$ cat src/rtl/lut_arbiter.sv
// lut_arbiter: round-robin sharing of one registered-read lookup ROM among
// N_REQ requesters. One lookup per cycle issued to the ROM. The requester id
// travels alongside the read. Each requester owns a held response register
// with a valid/ready handshake. ROM_LAT must be at least 1.
module lut_arbiter #(
  parameter int unsigned N_REQ   = 4,
  parameter int unsigned ADDR_W  = 7,
  parameter int unsigned DATA_W  = 32,
  parameter int unsigned ROM_LAT = 1
) (
  input  logic                      clk,
  input  logic                      rst_n,
  input  logic [N_REQ-1:0]          req_valid,
  input  logic [N_REQ*ADDR_W-1:0]   req_addr,
  output logic [N_REQ-1:0]          req_ready,
  output logic [ADDR_W-1:0]         rom_addr,
  input  logic [DATA_W-1:0]         rom_data,
  output logic [N_REQ-1:0]          rsp_valid,
  output logic [N_REQ*DATA_W-1:0]   rsp_data,
  input  logic [N_REQ-1:0]          rsp_ready
);

  localparam int unsigned ID_W = (N_REQ > 1) ? $clog2(N_REQ) : 1;
  localparam int unsigned CW   = ID_W + 1;
  // Stage 0 is loaded with rom_addr; the last stage lines up with rom_data.
  localparam int unsigned NS   = ROM_LAT + 1;

  logic [N_REQ-1:0][ADDR_W-1:0] addr_a;
  logic [ID_W-1:0]              ptr_q, ptr_d;
  logic [ADDR_W-1:0]            rom_addr_q;
  logic [NS-1:0]                stg_vld_q;
  logic [NS-1:0][ID_W-1:0]      stg_id_q;
  logic [N_REQ-1:0]             rsp_valid_q, rsp_valid_d;
  logic [N_REQ-1:0][DATA_W-1:0] rsp_data_q;

  logic [N_REQ-1:0]             busy;
  logic [N_REQ-1:0]             eligible;
  logic [N_REQ-1:0]             grant;
  logic                         grant_any;
  logic [ID_W-1:0]              grant_id;
  logic [CW-1:0]                cand;
  logic [CW-1:0]                ptr_inc;

  assign addr_a    = req_addr;
  assign eligible  = req_valid & ~busy;
  assign req_ready = grant;
  assign rom_addr  = rom_addr_q;
  assign rsp_valid = rsp_valid_q;
  assign rsp_data  = rsp_data_q;

  // A requester is busy while its lookup is in the pipeline or its response is held.
  always_comb begin
    busy = rsp_valid_q;
    for (int unsigned s = 0; s < NS; s++) begin
      if (stg_vld_q[s]) begin
        busy[stg_id_q[s]] = 1'b1;
      end
    end
  end

  // Round-robin search starting at ptr, wrapping modulo N_REQ; first eligible wins.
  always_comb begin
    grant     = '0;
    grant_any = 1'b0;
    grant_id  = '0;
    cand      = '0;
    for (int unsigned k = 0; k < N_REQ; k++) begin
      cand = {1'b0, ptr_q} + CW'(k);
      if (cand >= CW'(N_REQ)) begin
        cand = cand - CW'(N_REQ);
      end
      if (!grant_any && eligible[cand[ID_W-1:0]]) begin
        grant_any = 1'b1;
        grant_id  = cand[ID_W-1:0];
      end
    end
    if (grant_any) begin
      grant[grant_id] = 1'b1;
    end
  end

  // Next pointer follows the granted index; response valids clear on ack and set on capture.
  always_comb begin
    ptr_inc = {1'b0, grant_id} + CW'(1);
    if (ptr_inc == CW'(N_REQ)) begin
      ptr_inc = '0;
    end
    ptr_d = grant_any ? ptr_inc[ID_W-1:0] : ptr_q;

    rsp_valid_d = rsp_valid_q & ~rsp_ready;
    if (stg_vld_q[NS-1]) begin
      rsp_valid_d[stg_id_q[NS-1]] = 1'b1;
    end
  end

  // Registered state: pointer, ROM address, id pipeline and response registers.
  always_ff @(posedge clk) begin
    if (!rst_n) begin
      ptr_q       <= '0;
      rom_addr_q  <= '0;
      stg_vld_q   <= '0;
      stg_id_q    <= '0;
      rsp_valid_q <= '0;
      rsp_data_q  <= '0;
    end else begin
      ptr_q       <= ptr_d;
      if (grant_any) begin
        rom_addr_q <= addr_a[grant_id];
      end
      stg_vld_q   <= {stg_vld_q[NS-2:0], grant_any};
      stg_id_q    <= {stg_id_q[NS-2:0], grant_id};
      rsp_valid_q <= rsp_valid_d;
      if (stg_vld_q[NS-1]) begin
        rsp_data_q[stg_id_q[NS-1]] <= rom_data;
      end
    end
  end

endmodule

$ cat config.mk
export PLATFORM = sky130hd
export DESIGN_NAME = lut_arbiter
export DESIGN_NICKNAME = d
export VERILOG_FILES = /design/src/rtl/lut_arbiter.sv
export SDC_FILE = /design/constraint.sdc
export NUM_CORES = 1
export LEC_CHECK = 0
export BUFFER_PORTS_ARGS = -buffer_cell sky130_fd_sc_hd__buf_2
export CAP_MARGIN = 40
export CORE_MARGIN = 2
export CORE_UTILIZATION = 45
export DETAILED_ROUTE_END_ITERATION = 12
export GPL_TIMING_DRIVEN = 0
export HOLD_SLACK_MARGIN = 0.08
export PLACE_DENSITY_LB_ADDON = 0.25
export SLEW_MARGIN = 20
export SYNTH_ARGS = -nofsm -noshare
export SYNTH_HDL_FRONTEND = slang
export SYNTH_SLANG_ARGS = --single-unit
$ cat constraint.sdc
create_clock -name clk -period 3.76 [get_ports clk]
set_clock_uncertainty 0.2 [all_clocks]
set_input_delay 0.752 -clock clk [delete_from_list [all_inputs] [get_ports clk]]
set_output_delay 0.752 -clock clk [all_outputs]
set_load 0.005 [all_outputs]
Yosys cells after proc, flatten, opt, wreduce, memory -nomap -nowiden
Index checks and enable logic that the tools add are counted.
{ "word_totals": {"ff_bits": 147, "inputBits": 70, "out_inout_bits": 143, "elab_cells": 85} }
{ "op_classes": {"addsub": 8, "order_cmp": 14, "eq_ne": 1, "mux": 36, "n_bitwise": 7, "reduce_logical": 9} }
{ "ops": {"columns": ["operator", "n"], "rows": [
  ["$bwmux W128", 1],
  ["$demux W32 S2", 1],
  ["$mux W32", 1],
  ["$lt A2 B3 Y1 const B", 7],
  ["$mux W2", 9],
  ["$mux W4", 4],
  ["$bmux W7 S2", 1],
  ["$or A4 B4 Y4", 3],
  ["$mux W1", 11],
  ["$ge A3 B3 Y1 const B", 3],
  ["$and A4 B4 Y4", 2],
  ["$bmux W1 S2", 4],
  ["$not A4 Y4", 2],
  ["$sub A2 B1 Y2 const B", 4],
  ["$mux W7", 1],
  ["$add A2 B1 Y3 const B", 2],
  ["$add A2 B2 Y3 const B", 2],
  ["$demux W1 S2", 3],
  ["$ge A2 B1 Y1 const B", 3],
  ["$logic_and A1 B1 Y1", 6],
  ["$eq A3 B3 Y1 const B", 1],
  ["$ge A2 B3 Y1 const B", 1],
  ["$logic_not A1 Y1", 3]
]} }

Depth between registers and ports, before layout
Gate-level depths: netlist (run 1).
{ "depth": {"word_depth": 27, "depth_mapped": 11, "ltp_nobuf": 7} }

Worst setup path after synthesis (run 1)
No wires, ideal clock.
{ "synth_timing": {"kind": "register -> output", "startpoint": "reg stg_id_q[2] (netlist name)", "endpoint": "out req_ready[1]", "arrival_ns": 2.042, "required_ns": 2.808, "slack_ns": 0.766, "path_stages_with_launch": 12, "n_path_buf": 4, "path_cell_list": "dfxtp_1 buf_6 or3b_1 buf_4 and3_4 a221oi_2 o22a_2 buf_6 buf_12 inv_1 ha_1 and2_1"} }
{ "synth_via": {"elab_chain_cells": 25, "word_cells_on_any_way": 37, "cone_classes": "order compare: 4; mux: 22; bitwise: 3; reduce/logical: 8"} }
{ "synth_rtl": {"columns": ["item", "line", "source"], "rows": [
  ["start, declared", "32", "logic [NS-1:0][ID_W-1:0] stg_id_q;"],
  ["start signal, assigned", "111", "stg_id_q <= {stg_id_q[NS-2:0], grant_id};"],
  ["$lt A2 B3 Y1 (implied by the code) or $ge A2 B1 Y1 (tied branches)", "56", "busy[stg_id_q[s]] = 1'b1;"],
  ["$logic_and A1 B1 Y1 (implied by the code)", "56", null],
  ["$mux W1 (implied by the code)", "56", null],
  ["$demux W1 S2 (*)", "56", null],
  ["$or A4 B4 Y4 (no line) (*)", null, null],
  ["$mux W4 (*)", "55", "if (stg_vld_q[s]) begin"],
  ["$not A4 Y4 (*)", "45", "assign eligible = req_valid & ~busy;"],
  ["$and A4 B4 Y4 (*)", "45", null],
  ["(+10 left out)", null, null],
  ["$logic_and A1 B1 Y1", "72", "if (!grant_any && eligible[cand[ID_W-1:0]]) begin"],
  ["$mux W2 (*)", "72", null],
  ["named net grant_id[1]", "40", "logic [ID_W-1:0] grant_id;"],
  ["$lt A2 B3 Y1 (implied by the code) or $ge A2 B1 Y1 (tied branches)", "78", "grant[grant_id] = 1'b1;"],
  ["$logic_and A1 B1 Y1 (implied by the code)", "78", null],
  ["$mux W1 (implied by the code)", "78", null],
  ["$demux W1 S2 (*)", "78", null],
  ["$mux W4 (*)", "77", "if (grant_any) begin"],
  ["end, declared", "15", "output logic [N_REQ-1:0] req_ready,"]
]} }
The timed path passes the listed nets; every way through them passes the cells marked *. The select of a mux whose other input is x is not followed.

Worst setup path in the final report (run 1)
{ "layout_timing": {"startpoint": "reg stg_vld_q[1]", "endpoint": "out req_ready[0]"} }
{ "layout_via": {"elab_chain_cells": 20, "word_cells_on_any_way": 31, "cone_classes": "order compare: 2; mux: 20; bitwise: 2; reduce/logical: 7"} }
{ "layout_rtl": {"columns": ["item", "line", "source"], "rows": [
  ["start, declared", "31", "logic [NS-1:0] stg_vld_q;"],
  ["start signal, assigned", "110", "stg_vld_q <= {stg_vld_q[NS-2:0], grant_any};"],
  ["$mux W4 (*)", "55", null],
  ["$not A4 Y4 (*)", "45", null],
  ["$and A4 B4 Y4 (*)", "45", null],
  ["$bmux W1 S2", "72", null],
  ["$mux W1 (implied by the code)", "72", null],
  ["$mux W1", "72", null],
  ["$logic_not A1 Y1", "72", null],
  ["$logic_and A1 B1 Y1", "72", null],
  ["(+4 left out)", null, null],
  ["$logic_not A1 Y1", "72", null],
  ["$logic_and A1 B1 Y1", "72", null],
  ["$mux W2", "72", null],
  ["$lt A2 B3 Y1 (implied by the code) or $ge A2 B1 Y1 (tied branches)", "78", null],
  ["$logic_and A1 B1 Y1 (implied by the code)", "78", null],
  ["$mux W1 (implied by the code)", "78", null],
  ["$demux W1 S2", "78", null],
  ["$mux W4 (*)", "77", null]
]} }
Mark *: on every way between the ends. The rest lies on a longest branch, timed or not. The select of a mux whose other input is x is not followed.

==> results_dict.tcl, run 1 <==
set metrics [dict create \
    outcome "finished, final reports clean" \
    postLayoutCoreUtil_pct 61.7 \
    clock_path_buffers 2 \
    ioPinCount 213 \
    numCtsBuffers 17 \
    cts_root_buffer "clkbuf_16" \
    drv_cap 0 \
    grt_usage_pct 24.0 \
    antenna_cells 0 \
    critical_path_arrival_ns 2.61 \
    via_per_inst 4.87 \
    hold_viol_final 0 \
    grt_pass1_vias 4972 \
    rsz0062_at_grt "false" \
    initial_core_util_pct 46.2 \
    fin_crit_ns 3.56 \
    p_leak_uw 0.00340 \
    grt_max_degree 17 \
    gr-total-overflow 0 \
    ys_seq_area_share_pct 50.5 \
    final.period_utilization_pct 94.7 \
    tritoncts "built" \
    peakVddDrop_mv 0.232 \
    antenna_left 0 \
    netlist_instances 671 \
    hold_path_class "reg -> reg" \
    p_seq_share_pct 41.2 \
    setup_violations 0 \
    place_hpwl_um 11900 \
    nets 978 \
    p_comb_share_pct 12.1 \
    area_delta_synth_final_pct 33.7 \
    startpoint_type "register" \
    reg2reg_slack_ns 0.96 \
    wl_um 16300 \
    setup_tns_ns 0 \
    die-area_um2 13900 \
    cts_sinks 147 \
    layout_common_cells "nand2_1 (261), buf_2 (213), dfxtp_1 (147), a21boi_0 (132), clkbuf_1 (42)" \
    p_switching_uw 942 \
    clkTransAtPathRegs_ns 0.06 \
    slew_headroom_pct 44.1 \
    min_path_cells 2 \
    final_common_cell "nand2_1" \
    drive_above_1_share_pct 29.9 \
    critPathCaptureType "output port" \
    synth_edf_count 0 \
    ys_ff_latch 147 \
    p_int_uw 3110 \
    wl_per_cell_um 15.0 \
    portBuffers 212 \
    path_max_fanout 18 \
    drtIter0Drc 333 \
    min-delay-start "rsp_data[43]$_SDFFE_PN0P_" \
    die_w_um 118 \
    die_h_um 118 \
    grt_pass1_wl_um 26300 \
    drv_slew 0 \
    dr_total_vias 5302 \
    hold_end "rsp_data[43]$_SDFFE_PN0P_" \
    syn_nets 745 \
    switching_share_pct 23.3 \
    cts_hold_buf 0 \
    place.gp.congestion 0.772 \
    yosysWarnings 0 \
    core_area_um2 12600 \
    async_reset_ff_share_pct 0 \
    drc_errors 0 \
    required_ns 2.81 \
    reg2reg_to "rom_addr[5]$_SDFFE_PN0N_" \
    worst_pin_slew_ns 0.836 \
    worstSetupPathType "reg -> out" \
    drt_first_pass_iters 5 \
    netlist_area_um2 5830 \
    rr_startpoint "stg_id_q[2]$_SDFF_PN0_" \
    rows 41 \
    p_per_area_nw_per_um2 520 \
    h-tree-depth 4 \
    rr_worst_depth 8 \
    avgSynthCellArea_um2 8.68 \
    synthFlopType "dfxtp_1" \
    clock_latency_ns 0.42 \
    antenna_found_initial 0 \
    clockPowerShare_pct 46.6 \
    synthDistinctLibCells 37 \
    fmax_mhz 281 \
]
## power by group through the flow
stage	Clock, uW	Combinational (uW)	Sequential (uW)
2_1_floorplan	0	288	1700
3_3_place_gp	0	484	1700
3_5_place_dp	0	488	1700
4_1_cts	1920	490	1670
5_1_grt	2000	545	1680
6_report	1890	491	1670
## what timing repair did
action | in CTS | in global routing
resized for setup | 0 | 3
endpoints found under the setup margin | 0 | 3
buffers inserted | 0 | 3
## flip-flops by register name, indices dropped and copies added (netlist names)
name       cells
rom_addr       7
rsp_data     128
rsp_valid      4
stg_vld_q      2
stg_id_q       4
ptr_q          2
## per-layer routing
metal  track usage, %  wire length, um  part of all wire (%)
met1             31.5             7400                    45
met2             37.8             7550                    46
met3             6.88             1140                   7.0
met4             8.13              217                   1.3
met5                0                0                     0
## Yosys cell counts, types with 4 or more instances
cell type / count / area share, %
nand2_1: 261 / 17
dfxtp_1: 147 / 51
a21boi_0: 132 / 17
clkbuf_1: 42 / 2.7
and2_1: 11 / 1.2
and3_1: 10 / 1.1
a221o_1: 7 / 1.2
mux2_2: 7 / 1.4
mux2_4: 6 / 1.5
ha_1: 4 / 0.86
inv_1: 4 / 0.26
nand3_1: 4 / 0.34
nor2_1: 4 / 0.26
## cell families (layout without fill, tap and decap cells)
logic type,count (synthesis),in the layout,synth area share [%]
compound gates,148,148,19.6
fa+ha+maj,4,4,0.859
buf+inv,53,299,4.17
flops,147,147,50.5
mux,14,14,3.09
simple gates,305,305,21.8
## worst max path at each step
stage,start,to,slack [ns],cells past startpoint
floorplan,stg_id_q[2]$_SDFF_PN0_,req_ready[1],0.77,11
global placement,req_valid[0],req_ready[1],0.49,11
detailed placement,req_valid[0],req_ready[0],0.47,11
CTS,stg_id_q[3]$_SDFF_PN0_,req_ready[0],0.02,11
global route,stg_vld_q[1]$_SDFF_PN0_,req_ready[2],0.02,10
finish,stg_vld_q[1]$_SDFF_PN0_,req_ready[0],0.20,11
## critical path, cell delays in order (launching register included)
cell and delay [ns]:
dfxtp_1 0.31, buf_4 0.14, or3b_1 0.34, buf_4 0.17, and3_4 0.16, a221oi_2 0.23
o22a_2 0.20, buf_12 0.16, inv_1 0.07, ha_1 0.16, and2_1 0.13, buf_2 0.12
## per-stage QoR
stage / area (um2) / hold WS [ns] / instances / setup WS [ns] / power (uW)
floorplan: 5830 / 0.260 / 671 / 0.766 / 1990
global placement: 7100 / 0.249 / 1055 / 0.492 / 2180
detailed placement: 7100 / 0.255 / 1055 / 0.471 / 2190
CTS: 7770 / 0.263 / 1087 / 0.0184 / 4070
global route: 7790 / 0.280 / 1089 / 0.0223 / 4220
finish: 7790 / 0.260 / 1089 / 0.199 / 4050
## final cells by class
cell class / instances / area, um2
inverter: 4 / 15.0
tap: 172 / 215
clock inverter: 12 / 200
sequential: 147 / 2940
multi-input combinational: 471 / 2650
clock buffer: 20 / 467
timing repair buffer: 215 / 1080
fill: 1136 / 4830
buffer: 48 / 216
(Power assumes the default switching activity.)
==> inputs of run 2 (changes only) <==
Settings changed: GPL_TIMING_DRIVEN 0 to not set.
Clock period 3.76 ns to 3.5 ns, I/O delays scaled along.
==> results_dict.tcl, run 2 (synthesis gave the netlist of run 1 again) <==
set metrics [dict create \
    die_h_um 118 \
    portBuffers 212 \
    path_max_fanout 8 \
    hold_path_class "reg -> reg" \
    setup_violations 0 \
    peakVddDrop_mv 0.317 \
    die-area_um2 13900 \
    initial_core_util_pct 46.2 \
    nets 940 \
    cts_sinks 147 \
    drtIter0Drc 385 \
    area_delta_synth_final_pct 31.0 \
    drc_errors 0 \
    critPathCaptureType "output port" \
    place.gp.congestion 0.819 \
    antenna_cells 0 \
    h-tree-depth 4 \
    gr-total-overflow 0 \
    slew_headroom_pct 44.3 \
    p_int_uw 3290 \
    final_common_cell "nand2_1" \
    rsz0062_at_grt "false" \
    grt_pass1_wl_um 26000 \
    tritoncts "built" \
    drive_above_1_share_pct 31.6 \
    worst_pin_slew_ns 0.834 \
    dr_total_vias 5314 \
    required_ns 2.60 \
    clock_path_buffers 2 \
    drt_first_pass_iters 4 \
    critical_path_arrival_ns 2.41 \
    antenna_left 0 \
    p_comb_share_pct 11.5 \
    rows 41 \
    grt_usage_pct 23.4 \
    core_area_um2 12600 \
    grt_pass1_vias 5180 \
    setup_tns_ns 0 \
    antenna_found_initial 0 \
    hold_viol_final 0 \
    drv_slew 0 \
    die_w_um 118 \
    outcome "finished, final reports clean" \
    clkTransAtPathRegs_ns 0.06 \
    p_seq_share_pct 42.3 \
    worstSetupPathType "reg -> out" \
    largest_reg_flops 128 \
    cts_root_buffer "clkbuf_16" \
    p_per_area_nw_per_um2 558 \
    final.period_utilization_pct 94.6 \
    layout_common_cells "nand2_1 (261), buf_2 (211), dfxtp_1 (147), a21boi_0 (132), clkbuf_16 (17)" \
    wl_um 16100 \
    ioPinCount 213 \
    cts_hold_buf 0 \
    fin_crit_ns 3.31 \
    clock_latency_ns 0.41 \
    clockPowerShare_pct 46.2 \
    drv_cap 0 \
    switching_share_pct 22.7 \
    fmax_mhz 302 \
    startpoint_type "register" \
    via_per_inst 5.06 \
    p_switching_uw 968 \
    numCtsBuffers 17 \
    grt_max_degree 78 \
    p_leak_uw 0.00334 \
    wl_per_cell_um 15.3 \
    holdWs_ns 0.259 \
    place_hpwl_um 11000 \
]
[run 2: routing by layer]
metal | up-vias | track usage [%] | part of all wire [%]
li1 | 2593 | - | -
met1 | 2513 | 29.0 | 43
met2 | 194 | 39.1 | 48
met3 | 14 | 7.03 | 7.8
met4 | 0 | 7.61 | 1.1
met5 | - | 0 | 0
[run 2: through the flow]
step                      total power, uW  utilization [%]  worst slack (ns)  area [um2]  cells
after global routing                 4430             60.5            0.0685        7630   1051
after floorplan                      2140                -             0.558        5830    671
after CTS                            4280             60.3            0.0403        7610   1048
final                                4260             60.5             0.188        7630   1051
after detailed placement             2320             55.2             0.398        6960   1016
after global placement               2290             55.2             0.447        6960   1016
[run 2: worst max-delay path, cell delays in order (launching register included)]
cell and delay (ns):
dfxtp_1 0.45, or3b_1 0.42, nand3_1 0.15, o32ai_1 0.11
a211oi_2 0.31, inv_1 0.11, ha_1 0.21, and2_1 0.13
buf_2 0.12
[run 2: final timing paths]
kind	start	slack, ns	endpoint	cells after the start
worst max-delay path	stg_vld_q[1]$_SDFF_PN0_	0.19	req_ready[2]	8
worst min-delay path	rsp_data[107]$_SDFFE_PN0P_	0.26	rsp_data[107]$_SDFFE_PN0P_	2
worst max register to register	stg_vld_q[0]$_SDFF_PN0_	0.69	rom_addr[0]$_SDFFE_PN0N_	7
worst min register to register	rsp_data[107]$_SDFFE_PN0P_	0.26	rsp_data[107]$_SDFFE_PN0P_	2
[run 2: repair_timing]
action,CTS,global route
setup endpoints to repair,0,2
buffers inserted,0,2
endpoints found under the hold margin,0,0
gates resized for setup,0,0
[run 2: layout make-up]
cell class	instances	area (um2)
Clock buffer	22	464
Clock inverter	10	179
Fill cell	1112	4990
Inverter	4	15.0
Multi-Input combinational cell	471	2650
Sequential cell	147	2940
Tap cell	172	215
Timing Repair Buffer	225	1160
[run 2: power groups by stage]
stage	Sequential (uW)	Combinational (uW)	Clock [uW]
after global routing	1810	541	2080
after global placement	1830	463	0
after CTS	1800	484	2000
after detailed placement	1840	481	0
after floorplan	1830	310	0
final	1800	491	1970
